## src/rtl/ghost_collision_ctrl_pkg.sv

```systemverilog
`default_nettype none
// ============================================================================
// Module      : ghost_collision_ctrl_pkg
// Description : Shared game definitions: state encodings and ghost speed widths.
// Revision    : 1.0 - initial release
// ============================================================================
package ghost_collision_ctrl_pkg;

    localparam logic [1:0] ST_IDLE     = 2'd0;
    localparam logic [1:0] ST_PLAYING  = 2'd1;
    localparam logic [1:0] ST_HIT      = 2'd2;
    localparam logic [1:0] ST_GAMEOVER = 2'd3;

    localparam int GHOST_TIME_MAX = 4600000;
    localparam int SPEED_W        = 26;
    localparam int SCORE_W        = 14;
    localparam int LIVES_W        = 2;

    function automatic logic [SCORE_W-1:0] sat_inc(
        input logic [SCORE_W-1:0] value,
        input logic [SCORE_W-1:0] limit
    );
        return (value >= limit) ? limit : value + SCORE_W'(1);
    endfunction

endpackage
`default_nettype wire

```

## src/rtl/ghost_collision_ctrl_collision_latch.sv

```systemverilog
`default_nettype none
// ============================================================================
// Module      : collision_latch
// Description : Per-frame sticky OR of collision pixels, restarted on frame_start.
// Revision    : 1.0 - initial release
// ============================================================================
module collision_latch
    import ghost_collision_ctrl_pkg::*;
(
    input  logic clk,
    input  logic reset,
    input  logic frame_start,
    input  logic coll_now,
    output logic latched
);

    logic r_latch;

    // A hit on the frame_start pixel seeds the new frame, never the old one.
    always_ff @(posedge clk or negedge reset) begin
        if (!reset) begin
            r_latch <= 1'b0;
        end else if (frame_start) begin
            r_latch <= coll_now;
        end else begin
            r_latch <= r_latch | coll_now;
        end
    end

    assign latched = r_latch;

endmodule
`default_nettype wire

```

## src/rtl/ghost_collision_ctrl.sv

```systemverilog
`default_nettype none
// ============================================================================
// Module      : ghost_collision_ctrl
// Description : Game FSM, lives/score bookkeeping and ghost speed offset.
// Revision    : 1.0 - initial release
// ============================================================================
module ghost_collision_ctrl
    import ghost_collision_ctrl_pkg::*;
#(
    parameter int START_LIVES   = 3,
    parameter int SCORE_DIV     = 60,
    parameter int SCORE_MAX     = 9999,
    parameter int SPEED_STEP    = 2000,
    parameter int SPEED_MAX     = 3000000,
    parameter int INVULN_FRAMES = 120
) (
    input  logic               clk,
    input  logic               reset,
    input  logic               frame_start,
    input  logic               video_on,
    input  logic               yoshi_on,
    input  logic               ghost_top_on,
    input  logic               ghost_bottom_on,
    input  logic               start_btn,
    output logic [1:0]         game_state,
    output logic [LIVES_W-1:0] lives,
    output logic [SCORE_W-1:0] score,
    output logic [SPEED_W-1:0] speed_offset,
    output logic               hit_flash
);

    localparam int c_FCNT_W = (SCORE_DIV > 1) ? $clog2(SCORE_DIV) : 1;
    localparam int c_INV_W  = (INVULN_FRAMES > 8) ? $clog2(INVULN_FRAMES) : 3;

    localparam logic [c_FCNT_W-1:0] c_FCNT_LAST   = c_FCNT_W'(SCORE_DIV - 1);
    localparam logic [c_INV_W-1:0]  c_INV_LOAD    = c_INV_W'(INVULN_FRAMES - 1);
    localparam logic [LIVES_W-1:0]  c_START_LIVES = LIVES_W'(START_LIVES);
    localparam logic [SCORE_W-1:0]  c_SCORE_MAX   = SCORE_W'(SCORE_MAX);
    localparam logic [SPEED_W-1:0]  c_SPEED_STEP  = SPEED_W'(SPEED_STEP);
    localparam logic [SPEED_W-1:0]  c_SPEED_MAX   = SPEED_W'(SPEED_MAX);

    logic                r_btn_q;
    logic                r_start_pulse;
    logic [1:0]          r_state;
    logic [LIVES_W-1:0]  r_lives;
    logic [SCORE_W-1:0]  r_score;
    logic [c_FCNT_W-1:0] r_fcnt;
    logic [c_INV_W-1:0]  r_inv;
    logic [SPEED_W-1:0]  r_speed;
    logic                r_hit_flash;

    logic                w_coll_now;
    logic                w_latched;
    logic                w_scoring;
    logic [1:0]          w_state_nxt;
    logic [LIVES_W-1:0]  w_lives_nxt;
    logic [SCORE_W-1:0]  w_score_nxt;
    logic [c_FCNT_W-1:0] w_fcnt_nxt;
    logic [c_INV_W-1:0]  w_inv_nxt;
    logic                w_flash_nxt;
    logic [SPEED_W-1:0]  w_prod;

    assign w_coll_now = video_on & yoshi_on & (ghost_top_on | ghost_bottom_on);

    collision_latch u_collision_latch (
        .clk         (clk),
        .reset       (reset),
        .frame_start (frame_start),
        .coll_now    (w_coll_now),
        .latched     (w_latched)
    );

    assign w_scoring = frame_start & ((r_state == ST_PLAYING) | (r_state == ST_HIT));

    always_comb begin
        w_state_nxt = r_state;
        w_lives_nxt = r_lives;
        w_score_nxt = r_score;
        w_fcnt_nxt  = r_fcnt;
        w_inv_nxt   = r_inv;

        // Scoring runs ahead of the FSM so a game-ending frame still counts.
        if (w_scoring) begin
            if (r_fcnt == c_FCNT_LAST) begin
                w_fcnt_nxt  = '0;
                w_score_nxt = sat_inc(r_score, c_SCORE_MAX);
            end else begin
                w_fcnt_nxt = r_fcnt + c_FCNT_W'(1);
            end
        end

        case (r_state)
            ST_IDLE: begin
                if (r_start_pulse) begin
                    w_state_nxt = ST_PLAYING;
                    w_lives_nxt = c_START_LIVES;
                    w_score_nxt = '0;
                    w_fcnt_nxt  = '0;
                    w_inv_nxt   = '0;
                end
            end
            ST_PLAYING: begin
                if (frame_start && w_latched) begin
                    if (r_lives <= LIVES_W'(1)) begin
                        w_lives_nxt = '0;
                        w_state_nxt = ST_GAMEOVER;
                    end else begin
                        w_lives_nxt = r_lives - LIVES_W'(1);
                        w_inv_nxt   = c_INV_LOAD;
                        w_state_nxt = ST_HIT;
                    end
                end
            end
            ST_HIT: begin
                if (frame_start) begin
                    if (r_inv == '0) begin
                        w_state_nxt = ST_PLAYING;
                    end else begin
                        w_inv_nxt = r_inv - c_INV_W'(1);
                    end
                end
            end
            ST_GAMEOVER: begin
                if (r_start_pulse) begin
                    w_state_nxt = ST_IDLE;
                end
            end
            default: begin
                w_state_nxt = ST_IDLE;
            end
        endcase

        w_flash_nxt = (w_state_nxt == ST_HIT) & w_inv_nxt[2];
    end

    // Product fits in 26 bits for every legal score, so only the ceiling needs a compare.
    assign w_prod = SPEED_W'(r_score) * c_SPEED_STEP;

    always_ff @(posedge clk or negedge reset) begin
        if (!reset) begin
            r_btn_q       <= 1'b0;
            r_start_pulse <= 1'b0;
            r_state       <= ST_IDLE;
            r_lives       <= '0;
            r_score       <= '0;
            r_fcnt        <= '0;
            r_inv         <= '0;
            r_speed       <= '0;
            r_hit_flash   <= 1'b0;
        end else begin
            r_btn_q       <= start_btn;
            r_start_pulse <= start_btn & ~r_btn_q;
            r_state       <= w_state_nxt;
            r_lives       <= w_lives_nxt;
            r_score       <= w_score_nxt;
            r_fcnt        <= w_fcnt_nxt;
            r_inv         <= w_inv_nxt;
            r_speed       <= (w_prod > c_SPEED_MAX) ? c_SPEED_MAX : w_prod;
            r_hit_flash   <= w_flash_nxt;
        end
    end

    assign game_state   = r_state;
    assign lives        = r_lives;
    assign score        = r_score;
    assign speed_offset = r_speed;
    assign hit_flash    = r_hit_flash;

endmodule
`default_nettype wire
```

## config.mk

```make
export PLATFORM = sky130hd
export DESIGN_NAME = ghost_collision_ctrl
export DESIGN_NICKNAME = d
export VERILOG_FILES = /design/src/rtl/ghost_collision_ctrl_pkg.sv /design/src/rtl/ghost_collision_ctrl_collision_latch.sv /design/src/rtl/ghost_collision_ctrl.sv
export SDC_FILE = /design/constraint.sdc
export NUM_CORES = 1
export LEC_CHECK = 0
export ABC_CLOCK_PERIOD_IN_PS = 7700
export BUFFER_PORTS_ARGS = -buffer_cell sky130_fd_sc_hd__buf_4
export CAP_MARGIN = 20
export CORE_MARGIN = 3
export CORE_UTILIZATION = 65
export DETAILED_ROUTE_END_ITERATION = 8
export PLACE_DENSITY = 0.87
export SYNTH_ARGS = -nofsm -noshare
export SYNTH_HDL_FRONTEND = slang
export SYNTH_HIERARCHICAL = 1
export SYNTH_SLANG_ARGS = --single-unit
export TNS_END_PERCENT = 5
```

## constraint.sdc

```tcl
create_clock -name clk -period 7.7 [get_ports clk]
set_input_delay 0.77 -clock clk [delete_from_list [all_inputs] [get_ports clk]]
set_output_delay 0.77 -clock clk [all_outputs]
set_load 0.02 [all_outputs]
```

* Yosys cells after proc, flatten, opt, wreduce, memory -nomap -nowiden *
Index checks and enable logic that the tools add are counted.

storage, ports and cells
  bits in registers = 60
  bits in latches = 0
  memory bits (writable) = 0
  bits in read-only memories = 0
  output and inout port bits = 45
  memories kept = 0

operators by class
  add/subtract/negate cells = 4
  $mul = 1
  div/mod/pow operators = 0
  magnitude comparators = 3
  eq/ne operators = 10
  shift-type cells = 0
  multiplexer cells = 28
  bitwise operators = 9
  reductions and logical operators = 7

operators by type and width
  kind                                                   count
  two-way mux 14 bit                                     5
  two-way mux 7 bit                                      5
  > comparator 25 x 22 -> 1 bit (second input constant)  1
  two-way mux 25 bit                                     1
  two-way mux 6 bit                                      4
  multiplier 14 x 7 -> 21 bit (second input constant)    1
  one-hot mux 7 bit (3 select lines)                     1
  two-way mux 2 bit                                      8
  adder 14 x 1 -> 14 bit (second input constant)         1
  >= comparator 14 bit (second input constant)           1
  != test 2 bit (second input constant)                  4
  one-hot mux 2 bit (4 select lines)                     1
  logical NOT 7 bit                                      1
  subtractor 7 x 1 -> 7 bit (second input constant)      1
  adder 6 x 1 -> 6 bit (second input constant)           1
  equality test 2 bit (second input constant)            3
  equality test 6 bit (second input constant)            1
  AND reduction 6 bit                                    1
  AND 1 bit                                              5
  one-hot mux 2 bit (2 select lines)                     1
  OR 1 bit                                               3
  AND reduction 3 bit                                    1
  nonzero test 3 bit                                     1
  equality test 2 x 1 -> 1 bit (second input constant)   1
  other kinds (8)                                        9

* Logic depth before layout (Yosys ltp) *
  depth in word-level cells = 6
  gate-level depth with buffers = 20
  depth with buffers taken out = 17

* Cells and area by module *
Netlist, hierarchy kept.

modules (own cells, without submodules)
  module                instances  cells each  area an instance (sq um)  sequential area each (sq um)
  ghost_collision_ctrl  1          574         5370.2                    1376.3
  collision_latch       1          3           36.3                      25.0

* Worst setup path after synthesis *
No wires, ideal clock.

  kind = reg2reg
  start = register r_score[7] (netlist: score[7])
  end = register r_speed[16] (netlist: speed_offset[16])
  arrival time = 4999 ps
  required time = 7574 ps
  path slack = 2575 ps
  stages on the path, launching flop included = 21
  path buffers = 3
  clock period less this slack = 5125 ps
  cells stage by stage = dfrtp_1 -> inv_1 -> fa_1 -> fa_1 -> inv_1 -> fa_1 -> inv_1 -> fa_1 -> inv_1 -> ha_1 -> buf_2 -> a21oi_1 -> o21ai_0 -> o21ai_0 -> o21bai_1 -> mux2i_1 -> or4b_1 -> buf_2 -> buf_6 -> nor2_1 -> nand2_1

on the way
  word-level cells in the longest chain between the ends = 3

RTL lines
  item                             RTL line                     source
  from (decl)                      ghost_collision_ctrl.sv:46   logic [SCORE_W-1:0] r_score;
  from (signal assigned)           ghost_collision_ctrl.sv:155  r_score <= w_score_nxt;
  multiplier 14 x 7 -> 21 bit (*)  ghost_collision_ctrl.sv:137  assign w_prod = SPEED_W'(r_score) * c_SPEED_STEP;
  > comparator 25 x 22 -> 1 bit    ghost_collision_ctrl.sv:158  r_speed <= (w_prod > c_SPEED_MAX) ? c_SPEED_MAX : w_prod;
  two-way mux 25 bit (*)           ghost_collision_ctrl.sv:158
  to (signal assigned)             ghost_collision_ctrl.sv:158
  to (decl)                        ghost_collision_ctrl.sv:49   logic [SPEED_W-1:0] r_speed;

Every way passes the cells marked *; elsewhere a longest branch is shown, timed or not.
A chain may end at the register's enable or synchronous reset.

* Worst setup path after layout *
  start = register r_score[8] (netlist: score[8])
  end = register r_speed[20] (netlist: speed_offset[20])

Same word-level chain as after synthesis.

==> results.toml <==
[timing]
setup_viol = 0
drv_slew = 0
relSlewSlack_pct = 42.60
fin_skew_ns = 0.008743
min_period_ns = 5.739
timing.fmax_mhz = 174.2
hold_viol_final = 0
tns_ns = 0
worst_pin_slew_ns = 0.8545
finalCritPeriodShare_pct = 74.54
rsz0062_at_grt = "false"

[cts]
cts_setup_buffers = 0
cts.path.max_buffers = 2
root_buffer = "clkbuf_8"
cts_tree = "yes"
post_cts_resized = 0
cts_buffers = 5
cts_sinks = 56
clk_latency_ns = 0.32
hold_buffers = 0
htree_levels = 2
cts.clk_slew.worst_paths_ns = 0.12

[logic_synthesis]
synth_area_leader_cell = "dfrtp_1"
synth_top_area_share_pct = 25.92
synth_cell_types = 63
synth_seq_cells = 56
synth_area_sq_um = 5406
syn_avg_cell_area_sq_um = 9.370
synth_edf_count = 0
synth.area.top_cells = "dfrtp_1 (26%), fa_1 (17%), ha_1 (15%)"
seq_area_frac_synth_pct = 25.92
ys_async_sr_fraction_pct = 100.0
yosysWarnings = 6
synth_ff_type = "dfrtp_1"
synthCells = 577

[routing]
vias = 4387
drc = 0
dr.first_iter.drc_count = 335
routedWlPerCell_um = 16.78
firstDrtPassIters = 7
wl_mm = 12.12
routed_via_density = 6.076
ant_nets = 0

[min_path]
hp-class = "register to register"

[global_route]
grt_antenna_before_repair = 0
grt_pass1_vias = 4390
grt_max_degree = 57
grt_pass1_wl_mm = 20.47
overflow = 0
track_usage_pct = 26.16

[finish]
multi_input_area_sq_um = 3600
seq_area_sq_um = 1401
layout_common_cells = "inv_1 (85), ha_1 (63), dfrtp_1 (56), nor2_1 (49), buf_4 (47)"
nNetsFinal = 736
area_growth_pct = 9.211
instances_no_fill = 722
design_area_sq_um = 5904
drive_above_1_share_pct = 11.61
fillers = 559
final_common_cell = "inv_1"
diodes = 0

[setup_path]
arrival_ns = 6.01
cp_max_fo = 17
critPathBufInv = 4
critPathSlowestCell = "or4b_1"
reg2reg_slack_ns = 1.96
cp_data_required_time_ns = 7.97
worstSetupPathType = "register to register"
path_cells = "inv_1, fa_1, fa_1, inv_1, fa_1, inv_1, fa_1, inv_1, ha_1, a21oi_1, o21ai_0, o21ai_0, o21bai_1, mux2i_1, or4b_1, or2_4, nor2b_2"
max_stage_delay_ns = 0.79
critPathLaunchType = "register"
cpLargestDelayFamily = "adder cells"
end_kind = "register"

[die]
die_y_um = 97.20
fp-row-count = 32
die_w_um = 97.20
dieArea_sq_um = 9448
coreArea_sq_um = 7888
io_pins = 53
start_util_pct = 68.54

[place]
io_buffers = 47
place.gp.congestion = 0.9489
post-dp-hpwl_mm = 9.670
placed_area_sq_um = 5801
dp.cells = 713

[power_and_ir_drop]
ir_drop_mv = 0.1523
clkPwrFrac_pct = 23.8
p_sw_w = 0.0002822
p_seq_share_pct = 47.1
power_w = 0.0007525
power_density_nw_per_um2 = 127.5
internal-power_w = 0.0004703
combPwrFrac_pct = 29.2
p_leak_nw = 3.040
p_sw_share_pct = 37.50

[run]
max_cap_violations = 0

[outcome]
outcome = "finished clean"
-- flip-flops by register name (all words and copies together) (netlist names) --
signal and cells:
score 14, game_state 2, hit_flash 1, lives 2, speed_offset 21, r_start_pulse 1, u_collision_latch/latched 1, r_btn_q 1
r_inv 7, r_fcnt 6
-- through the flow --
step	util, %	worst slack [ns]	hold WS, ns
2_1_floorplan	-	2.575	0.3777
3_3_place_gp	73.54	2.238	0.3839
3_5_place_dp	73.54	1.993	0.4290
4_1_cts	74.76	1.972	0.4360
5_1_grt	74.86	1.631	0.4427
6_report	74.86	1.961	0.4347
-- final timing paths --
kind / start / endpoint / cells past startpoint
max in group asynchronous: reset / r_fcnt[2]$_DFF_PN0_ / 1
worst min register to register: r_btn_q$_DFF_PN0_ / r_start_pulse$_DFF_PN0_ / 1
worst max register to register: score[8]$_DFF_PN0_ / speed_offset[20]$_DFF_PN0_ / 17
min in group asynchronous: reset / speed_offset[15]$_DFF_PN0_ / 1
worst min-delay path: r_btn_q$_DFF_PN0_ / r_start_pulse$_DFF_PN0_ / 1
worst max-delay path: score[8]$_DFF_PN0_ / speed_offset[20]$_DFF_PN0_ / 17
-- metal layers --
layer | share of wire (%) | routed length (um) | GRT usage [%] | vias up
li1 | - | - | - | 2028
met1 | 42 | 5083 | 34.60 | 2142
met2 | 50 | 6036 | 44.80 | 192
met3 | 6.4 | 780 | 3.805 | 25
met4 | 1.8 | 215 | 7.775 | 0
met5 | 0 | 0 | 0 | -
-- final cells by class --
cell class,instances,area share [%]
timing repair buffer,48,6.103
clock buffer,5,1.166
tap,102,2.161
inverter,85,5.404
clock inverter,3,0.4662
sequential,56,23.73
multi-input combinational,423,60.97
-- worst reg2reg max path: stages, from the launching register on --
cell	delay, ns
dfrtp_1	0.46
inv_1	0.27
fa_1	0.51
fa_1	0.53
inv_1	0.06
fa_1	0.50
inv_1	0.05
fa_1	0.50
inv_1	0.04
ha_1	0.41
a21oi_1	0.10
o21ai_0	0.44
o21ai_0	0.20
o21bai_1	0.22
mux2i_1	0.15
or4b_1	0.79
or2_4	0.36
nor2b_2	0.10
-- cells in the mapped netlist (all sizes together), types with 6 or more instances --
| library cell | number |
|---|---|
| a211oi | 7 |
| a21o | 7 |
| a21oi | 32 |
| a311oi | 6 |
| a31oi | 9 |
| buf | 13 |
| clkbuf | 7 |
| dfrtp | 56 |
| fa | 46 |
| ha | 63 |
| inv | 85 |
| nand2 | 41 |
| nand3 | 11 |
| nand4 | 8 |
| nor2 | 49 |
| nor3 | 11 |
| o21ai | 22 |
| or3 | 6 |
| xnor2 | 16 |
| xor2 | 6 |
-- cell families (layout without fill, tap and decap cells) --
kind of cell    Yosys count  after routing  synth area share (%)
compound gates          116            116                 14.83
other cells               1              8               0.06936
flops                    56             56                 25.92
mux                       3              3                0.5554
buf+inv                 105            141                 7.984
fa+ha+maj               109            109                 31.61
simple gates            165            165                 15.46
xor+xnor                 22             22                 3.564
-- power by group through the flow --
stage | sequential, W | combinational, W | clock, W
floorplan | 0.000362 | 0.000152 | 0
global placement | 0.000356 | 0.000204 | 0
detailed placement | 0.000359 | 0.000215 | 0
CTS | 0.000353 | 0.000215 | 0.000183
global route | 0.000359 | 0.000246 | 0.000194
finish | 0.000354 | 0.000220 | 0.000179
Power figures use the tool's default switching activity.
